**src/rtl/instr_fetch.sv**
```systemverilog
// Instruction fetch stage: owns the PC, issues word reads to memory over a
// read_en/ready handshake and hands each fetched word to the datapath over a
// valid/ready handshake. Redirects may arrive at any time; an in-flight read
// that cannot be cancelled is drained and its data dropped.
module instr_fetch #(
  parameter int            AW       = 32,
  parameter logic [AW-1:0] RESET_PC = '0
) (
  input  logic          clk,
  input  logic          rst,
  input  logic          fetch_en,
  output logic [AW-1:0] mem_addr,
  output logic          mem_read_en,
  input  logic [31:0]   mem_data_in,
  input  logic          mem_ready,
  output logic [31:0]   instr_out,
  output logic [AW-1:0] instr_pc,
  output logic          instr_valid,
  input  logic          instr_ready,
  input  logic          redirect_en,
  input  logic [AW-1:0] redirect_pc,
  output logic          misaligned
);

  typedef enum logic [2:0] {
    S_IDLE,
    S_FETCH,
    S_DRAIN,  // read in flight belongs to a stale PC; wait it out
    S_HOLD,
    S_FAULT
  } state_t;

  state_t        state, state_n;
  logic [AW-1:0] pc, pc_n;
  logic [AW-1:0] req_addr, req_addr_n;
  logic [AW-1:0] instr_pc_n;
  logic [31:0]   instr_out_n;
  logic          instr_valid_n;
  logic          misaligned_n;

  // Request address is a register so it stays fixed for the whole read.
  assign mem_addr    = req_addr;
  assign mem_read_en = (state == S_FETCH) || (state == S_DRAIN);

  // State and datapath registers; synchronous reset.
  always_ff @(posedge clk) begin
    if (rst) begin
      state       <= S_IDLE;
      pc          <= RESET_PC;
      req_addr    <= RESET_PC;
      instr_out   <= '0;
      instr_pc    <= '0;
      instr_valid <= 1'b0;
      misaligned  <= 1'b0;
    end else begin
      state       <= state_n;
      pc          <= pc_n;
      req_addr    <= req_addr_n;
      instr_out   <= instr_out_n;
      instr_pc    <= instr_pc_n;
      instr_valid <= instr_valid_n;
      misaligned  <= misaligned_n;
    end
  end

  // Next-state logic: redirects override normal sequencing except in FAULT.
  always_comb begin
    state_n       = state;
    pc_n          = pc;
    req_addr_n    = req_addr;
    instr_out_n   = instr_out;
    instr_pc_n    = instr_pc;
    instr_valid_n = instr_valid;
    misaligned_n  = misaligned;

    if (state != S_FAULT && redirect_en) begin
      instr_valid_n = 1'b0;
      if (redirect_pc[1:0] != 2'b00) begin
        misaligned_n = 1'b1;
        state_n      = S_FAULT;
      end else begin
        pc_n = redirect_pc;
        if ((state == S_FETCH || state == S_DRAIN) && !mem_ready) begin
          state_n = S_DRAIN;
        end else if (fetch_en) begin
          req_addr_n = redirect_pc;
          state_n    = S_FETCH;
        end else begin
          state_n = S_IDLE;
        end
      end
    end else begin
      case (state)
        S_IDLE: begin
          if (fetch_en) begin
            req_addr_n = pc;
            state_n    = S_FETCH;
          end
        end
        S_FETCH: begin
          // fetch_en is ignored here: a started read always completes.
          if (mem_ready) begin
            instr_out_n   = mem_data_in;
            instr_pc_n    = req_addr;
            instr_valid_n = 1'b1;
            pc_n          = req_addr + AW'(4);
            state_n       = S_HOLD;
          end
        end
        S_DRAIN: begin
          if (mem_ready) begin
            req_addr_n = pc;
            state_n    = fetch_en ? S_FETCH : S_IDLE;
          end
        end
        S_HOLD: begin
          if (instr_ready) begin
            instr_valid_n = 1'b0;
            req_addr_n    = pc;
            state_n       = fetch_en ? S_FETCH : S_IDLE;
          end
        end
        S_FAULT: begin
          instr_valid_n = 1'b0;
        end
        default: begin
          state_n = S_IDLE;
        end
      endcase
    end
  end

endmodule

```
**config.mk**
```make
export PLATFORM = sky130hd
export DESIGN_NAME = instr_fetch
export DESIGN_NICKNAME = d
export VERILOG_FILES = /design/src/rtl/instr_fetch.sv
export SDC_FILE = /design/constraint.sdc
export NUM_CORES = 1
export LEC_CHECK = 0
export ABC_CLOCK_PERIOD_IN_PS = 4300
export BUFFER_PORTS_ARGS = -buffer_cell sky130_fd_sc_hd__buf_2
export CAP_MARGIN = 20
export CORE_ASPECT_RATIO = 1.75
export CORE_MARGIN = 2
export CORE_UTILIZATION = 56
export DETAILED_ROUTE_END_ITERATION = 8
export PLACE_DENSITY_LB_ADDON = 0.12
export SLEW_MARGIN = 20
export SYNTH_ARGS = -nofsm -noshare
export SYNTH_HDL_FRONTEND = slang
export SYNTH_SLANG_ARGS = --single-unit
```
**constraint.sdc**
```tcl
create_clock -name clk -period 4.3 [get_ports clk]
set_input_delay 0.43 -clock clk [delete_from_list [all_inputs] [get_ports clk]]
set_output_delay 0.43 -clock clk [all_outputs]
set_load 0.005 [all_outputs]
```
Yosys cells after proc, flatten, opt, wreduce, memory -nomap -nowiden
Cells that the tools add are included.
- flip-flop bits (word level): 133
- latch bits: 0
- RAM bits: 0
- memory bits (read-only): 0
- input bits: 70
- output and inout bits: 99
- word-level logic and storage cells: 66
- memories: 0
- add/subtract/negate cells: 1
- multipliers: 0
- divide/modulo/power cells: 0
- magnitude comparators: 0
- equal/unequal tests: 16
- shift-type cells: 0
- mux-type cells: 24
- bitwise logic cells: 1
- reduce and logical (&&, ||, !) cells: 17
- operators with widths (operator ; count):
    $mux 32 ; 11
    $pmux 32 s3 ; 1
    $add 32x3->32 const B ; 1
    $mux 3 ; 6
    $pmux 3 s5 ; 1
    $ne 2x2->1 const B ; 7
    $ne 3x3->1 const B ; 4
    $reduce_and 3->1 ; 3
    $reduce_and 7->1 ; 1
    $eq 3x2->1 const B ; 2
    $reduce_bool 2->1 ; 3
    $reduce_and 5->1 ; 1
    $reduce_bool 4->1 ; 1
    $eq 3x1->1 const B ; 1
    $eq 3x3->1 const B ; 1
    $logic_not 3->1 ; 1
    $mux 1 ; 3
    $ne 3x2->1 const B ; 1
    $pmux 1 s3 ; 1
    $reduce_bool 3->1 ; 1
    $logic_and 1x1->1 ; 2
    $mux 2 ; 1
    $reduce_and 2->1 ; 1
    $reduce_or 2->1 ; 1
    other kinds (3) ; 3

Longest topological paths before layout
Gate-level depths: netlist (run 1).
- depth after elaboration: 6
- mapped depth: 8
- gate-level depth less buffers: 6

Worst setup path before layout (run 1)
No wires, ideal clock.
- kind: register to register
- start point: reg req_addr[4], in the netlist mem_addr[4]
- end point: reg pc[21]
- library setup time: 0.060 ns
- data arrival time: 1.884 ns
- data required time: 4.240 ns
- slack: 2.356 ns
- cell stages (with the launch flop): 7
- buffers on the path: 1
- clock period less this slack: 1.944 ns
- cell sequence: dfxtp_1 -> nand4_2 -> or4_4 -> buf_6 -> or3_1 -> a21oi_1 -> o221a_1
- word-level cells in the longest chain between the ends: 4
- ends and longest elaborated chain (what ; line ; text):
    start, declared ; 35 ; logic [AW-1:0] req_addr, req_addr_n;
    start signal, assigned ; 58 ; req_addr <= req_addr_n;
    $add 32x3->32 ; 106 ; pc_n = req_addr + AW'(4);
    $mux 32 ; 102 ; if (mem_ready) begin
    $mux 32 ; 93 ; case (state)
    $mux 32 ; 76 ; if (state != S_FAULT && redirect_en) begin
    end signal, assigned ; 57 ; pc <= pc_n;
    end, declared ; 34 ; logic [AW-1:0] pc, pc_n;
Every way passes these cells. The select of a mux whose other input is x is not followed.
A chain may end at the register's enable or synchronous reset.

Worst setup path in the final report (run 1)
- start point: reg state[0]
- end point: reg pc[18]
- word-level cells in the longest chain between the ends: 4
- elaborated cells on any way between the ends: 8
- classes of those cells: eq/ne (3); mux (1); reduce/logical (4)
- ends and longest elaborated chain (what ; line ; text):
    start, declared ; 33 ; state_t state, state_n;
    start signal, assigned ; 56 ; state <= state_n;
    $ne 3x3->1 ; 76 ;
    $logic_and 1x1->1 ; 76 ;
    $ne 2x2->1 (no line) / $reduce_bool 2->1 (equally long branches) ; - ;
    $reduce_and 3->1 (no line) ; - ;
Several ways; a longest one is shown, not always the timed one.

==> summary.md, run 1 <==
| Metric | Value |
|---|---|
| CP endpoint kind | `flop` |
| Commonest non-fill, non-tap cell in the layout | `nand2_1` |
| Hold_buf cts | `0` |
| Sw Ratio | `0.259` |
| CP startpoint kind | `flop` |
| Total chip power | `3200 uW` |
| Drc violations | `0` |
| Clk pwr share | `0.462` |
| Clock sinks | `133` |
| Inserted Clock Buffers | `17` |
| Critical path data arrival time | `3.07 ns` |
| Hold Path End | `instr_out[1]` |
| Placed instance area | `6690 sq um` |
| Post-synthesis instance area | `5880 sq um` |
| Maximum clock rate | `362 MHz` |
| Depth of the worst register-to-register path | `5` |
| Layout cells sized above 1 | `0.241` |
| Max-slew violations | `0` |
| Area growth from synthesis to final layout | `24.5%` |
| Syn nets | `839` |
| Row cnt | `49` |
| Pin count of the biggest net entering global routing | `68` |
| Synthesized instance count | `768` |
| CORE AREA | `10200 sq um` |
| Mean Syn Cell Area | `7.66 sq um` |
| Clock Latency Late Sink | `0.41 ns` |
| Pwr per Cell Area | `437 nW/um^2` |
| Min Tclk post-route | `2.77 ns` |
| Die height | `140 microns` |
| Antenna violations before repair | `0` |
| # setup viols final | `0` |
| CP required | `4.60 ns` |
| Hold path startpoint | `mem_data_in[1]` |
| Final ANT Viol Nets | `0` |
| Drt pass-1 iters | `5` |
| Fillers | `842` |
| RSZ-0062 raised after global routing | `no` |
| Crit Reg-Reg Startpoint | `state[0]` |
| Tot GR Track Use | `0.304` |
| Sum of negative setup slack | `0 ns` |
| Seq cells post-synth | `133` |
| Multi-input logic area | `2930 sq um` |
| Total congestion overflow | `0` |
| Synth cell types | `49` |
| Initial Utilization | `0.575` |
| Largest area contributor in the netlist | `dfxtp_1` |
| N_diodes | `0` |
| Worst VDD drop | `0.337 mV` |
| IO buf count | `168` |
| Max-Cap Viols | `0` |
| Average wire per standard cell | `16.4 microns` |
| Number of flops mapped to enable cells by yosys | `0` |
| WHS Path Cells | `3` |
| Nets | `971` |
| Asr flop ratio synth | `0` |
| Reg clk slew, reported paths | `0.06 ns` |
| Starting DRT DRC Count | `421` |
| Final worst slack | `1.53 ns` |
| Int Power | `2370 uW` |
| Synth top area share | `0.453` |
| CP Max Fanout | `34` |
| Final worst path period share | `0.643` |
| CTS tree | `built` |
| Clk root buf | `clkbuf_16` |
| Register share of total power | `0.431` |
| Setup Buffers After CTS | `0` |
| Total vias in the final route | `6050` |
| Worst slew pin tran | `0.724 ns` |
| Setup Skew | `0.00911 ns` |
| HPWL after DPL | `11.5 mm` |
| Synthesis warning total | `0` |
| Type of the worst min-delay path | `in2reg` |
| Final hold vios | `0` |
| Final GP Congestion | `0.847` |
| Via density | `5.82` |
| Combinational share of power | `0.107` |
| Rel. slew slack | `0.517` |
| Vias in the first global route | `5698` |
| Ports | `169` |
| Sequential area share after synthesis | `0.453` |
| Clock Path Buffers | `2` |
| DP Cell Count | `1007` |
| Drt total wl | `17.1 mm` |
| Worst slack at placement | `1.55 ns` |
| Synth area leaders | `dfxtp_1 (45%), nand2_1 (14%), a21oi_1 (8.3%), a311oi_1 (5.1%), nor2_1 (3.8%)` |
| Global-route wire length before repair | `27.3 mm` |
| Post-Layout Cell Count | `1040` |
| Leakage | `0.00294 uW` |
| Status | `finished, final reports clean` |
| Cell area after layout | `7320 sq um` |
| Most frequent cells in the layout | `nand2_1 (225), buf_2 (167), dfxtp_1 (133)` |
| Setup slack, reg-to-reg | `1.53 ns` |
| Register Area | `2660 sq um` |
| DIE AREA | `11400 sq um` |
| Die Width | `81.5 microns` |
| Worst Path Class, Setup | `reg2reg` |
| H-tree depth | `4` |
| Sw power | `829 uW` |
| Reg-to-Reg End | `pc[18]` |
| Prevailing post-synth register cell | `dfxtp_1` |
| Post_cts resized | `0` |
## power groups by stage
stage	sequential [uW]	clock, uW	combinational, uW
6_report	1380	1480	341
3_5_place_dp	1400	0	334
2_1_floorplan	1370	0	222
5_1_grt	1390	1550	378
4_1_cts	1380	1490	336
3_3_place_gp	1400	0	322
## per-layer routing
layer | track usage | vias to the layer above | routed length (microns)
met3 | 0.0506 | 51 | 1010
met4 | 0.156 | 0 | 644
met5 | 0 | - | 0
met2 | 0.528 | 256 | 8870
li1 | - | 2900 | -
met1 | 0.347 | 2843 | 6550
## critical path, cell delays in order, from the launching register on
cell,delay [ns]
dfxtp_1,0.63
nor2b_1,0.31
nand3_2,0.61
nand2_1,0.60
o21ai_0,0.17
a221oi_1,0.33
## registers in the layout, summed over array words and instances (netlist names)
register / cells
instr_out: 32
instr_pc: 32
mem_addr: 32
pc: 32
state: 3
instr_valid: 1
misaligned: 1
## Yosys cell counts (3+ instances only)
cell type	number
nand2_1	226
dfxtp_1	133
a21oi_1	97
nor2_1	60
clkbuf_1	41
a311oi_1	34
xnor2_1	20
buf_2	16
nand3_1	11
nand4_1	11
o211ai_1	10
or3_1	10
inv_1	9
a211o_1	8
o21ai_0	8
xor2_1	8
nor3_1	7
a21o_1	6
and3_1	6
buf_1	6
o22ai_1	5
a221oi_1	3
nand2b_1	3
## worst max-delay path by stage
stage                           start      to  depth (start not counted)
after global routing         state[0]  pc[18]                          5
after CTS                    state[0]  pc[19]                          5
final                        state[0]  pc[18]                          5
after detailed placement     state[0]  pc[19]                          5
after global placement       state[0]  pc[19]                          5
after floorplan           mem_addr[4]  pc[21]                          6
## cell families after synthesis
family	count (synthesis)	synth area share
muxes	1	0.00170
buffers and inverters	73	0.0513
xor gates and xnor gates	28	0.0417
and+or+nand+nor	349	0.251
adders and majority gates	1	0.00213
DFF	133	0.453
AOI/OAI and AO/OA	183	0.200
## through the flow
stage / hold slack (ns) / util
detailed placement: 0.444 / 0.653
global route: 0.251 / 0.715
global placement: 0.438 / 0.653
finish: 0.255 / 0.715
floorplan: 0.432 / -
CTS: 0.246 / 0.713
## cell type report
cell class                 instances  area share
clock buffer                      23      0.0680
clock inverter                     9      0.0157
inverter                           9     0.00461
multi-input combinational        562       0.400
sequential                       133       0.364
tap                              127      0.0217
timing repair buffer             177       0.126
No activity file was read; power rests on OpenSTA's default activity.
==> run 2, diff against run 1 <==
- ABC_CLOCK_PERIOD_IN_PS: 4300 -> 2400
- CORE_UTILIZATION: 56 -> 47
- clock period: 4.3 -> 2.4 ns (I/O delays scaled with it)
==> run 2 against run 1 <==
Hold slack got worse by 0.20 ns. Largest cell class unchanged. Clock power increased by 87%. Fmax increased by 24%. Cell count increased by 4.6%. Cell area increased by 2.5%. Register-to-register slack got worse by 1.4 ns. Largest power group unchanged.
==> summary.md, run 2 (synthesized netlist as in run 1, its figures left out) <==
| Metric | Value |
|---|---|
| Final core occ | `0.607` |
| Rel. slew slack | `0.512` |
| Total chip power | `5890 uW` |
| Starting DRT DRC Count | `389` |
| Initial Utilization | `0.476` |
| Sum of negative setup slack | `0 ns` |
| DIE AREA | `13500 sq um` |
| Clock Latency Late Sink | `0.42 ns` |
| Pwr per Cell Area | `785 nW/um^2` |
| CP Cell Sequence | `nor3b_1 -> nor2_2 -> a222oi_1 -> clkbuf_8 -> nor2_1 -> a311oi_1` |
| Clock sinks | `133` |
| Most frequent cells in the layout | `nand2_1 (225), buf_2 (167), dfxtp_1 (133)` |
| Die height | `152 microns` |
| # setup viols final | `0` |
| Layout cells sized above 1 | `0.248` |
| Clock Path Buffers | `2` |
| DP Cell Count | `1056` |
| H-tree depth | `4` |
| Max-slew violations | `0` |
| Antenna violations before repair | `0` |
| N_diodes | `0` |
| CP peak stage delay | `0.54 ns` |
| Worst Path Class, Setup | `reg2reg` |
| Area growth from synthesis to final layout | `27.5%` |
| Crit path buffers/inverters | `1` |
| Setup Buffers After CTS | `0` |
| Worst slew pin tran | `0.732 ns` |
| Worst VDD drop | `0.548 mV` |
| Nets | `978` |
| WHS | `0.0553 ns` |
| Drt total wl | `17.7 mm` |
| Worst path top cell family by delay | `compound AO/OA/AOI/OAI gates` |
| RSZ-0062 raised after global routing | `no` |
| Min Tclk post-route | `2.24 ns` |
| Row cnt | `54` |
| CP startpoint kind | `flop` |
| Leakage | `0.00301 uW` |
| Total vias in the final route | `6068` |
| Pin count of the biggest net entering global routing | `102` |
| Global-route wire length before repair | `27.9 mm` |
| Critical path's slowest cell | `dfxtp_1` |
| Via density | `5.58` |
| Commonest non-fill, non-tap cell in the layout | `nand2_1` |
| Max-Cap Viols | `0` |
| Inserted Clock Buffers | `17` |
| Die Width | `88.6 microns` |
| IO buf count | `168` |
| Post-Layout Cell Count | `1088` |
| HPWL after DPL | `11.8 mm` |
| Post_cts resized | `0` |
| Ports | `169` |
| CP Max Fanout | `26` |
| Vias in the first global route | `5601` |
| Total congestion overflow | `0` |
| Final hold vios | `0` |
| Maximum clock rate | `447 MHz` |
| Average wire per standard cell | `16.2 microns` |
| Reg clk slew, reported paths | `0.07 ns` |
| Setup Skew | `0.00807 ns` |
| Hold_buf cts | `0` |
| Status | `finished, final reports clean` |
| Final GP Congestion | `0.925` |
| CP endpoint kind | `flop` |
| CP required | `2.72 ns` |
| Final worst path period share | `0.933` |
| Tot GR Track Use | `0.259` |
| CORE AREA | `12400 sq um` |
| Drc violations | `0` |
| Clk root buf | `clkbuf_16` |
| Final ANT Viol Nets | `0` |
| CTS tree | `built` |
| Critical path data arrival time | `2.56 ns` |
| Drt pass-1 iters | `6` |
| Type of the worst min-delay path | `in2reg` |
[run 2: cell types whose count changed in the layout (fill, tap and decap cells not counted), sizes merged]
| cell | before | now |
|---|---|---|
| inv | 12 | 15 |
| buf | 177 | 183 |
| clkbuf | 23 | 19 |
| bufinv | 2 | 3 |
| clkinv | 2 | 3 |
[run 2: worst paths after layout]
kind	start	endpoint	slack [ns]	cells past startpoint
setup / recovery	state[2]	mem_addr[29]	0.16	6
hold / removal	mem_data_in[26]	instr_out[26]	0.06	3
setup reg to reg	state[2]	mem_addr[29]	0.16	6
hold reg to reg	instr_out[12]	instr_out[12]	0.45	2
[run 2: layer usage]
layer / vias up / share of wire / wire (microns) / GRT usage
met1: 2881 / 0.39 / 6910 / 0.308
met5: - / 0 / 0 / 0
li1: 2918 / - / - / -
met2: 240 / 0.52 / 9230 / 0.447
met4: 0 / 0.026 / 451 / 0.105
met3: 29 / 0.061 / 1080 / 0.0489
[run 2: cell type report]
type | instances | area [sq um]
Sequential cell | 133 | 2660
Fill cell | 1157 | 4860
Multi-Input combinational cell | 562 | 2940
Tap cell | 168 | 210
Clock buffer | 18 | 439
Clock inverter | 14 | 189
Inverter | 9 | 33.8
Timing Repair Buffer | 184 | 1030
[run 2: power by group]
group	switching [uW]	internal, uW
Clock	1080	1690
Sequential	142	2310
Combinational	379	285
Total	1600	4290
[run 2: tightest hold or removal path: stages]
cell and delay, ns:
buf_2 0.10, nand2_1 0.04, a21oi_1 0.05
[run 2: per-stage QoR]
| step | area [sq um] | setup slack (ns) |
|---|---|---|
| floorplan | 5880 | 0.456 |
| global placement | 6860 | 0.183 |
| CTS | 7490 | 0.112 |
| finish | 7500 | 0.160 |
| detailed placement | 6860 | 0.144 |
| global route | 7500 | 0.0126 |
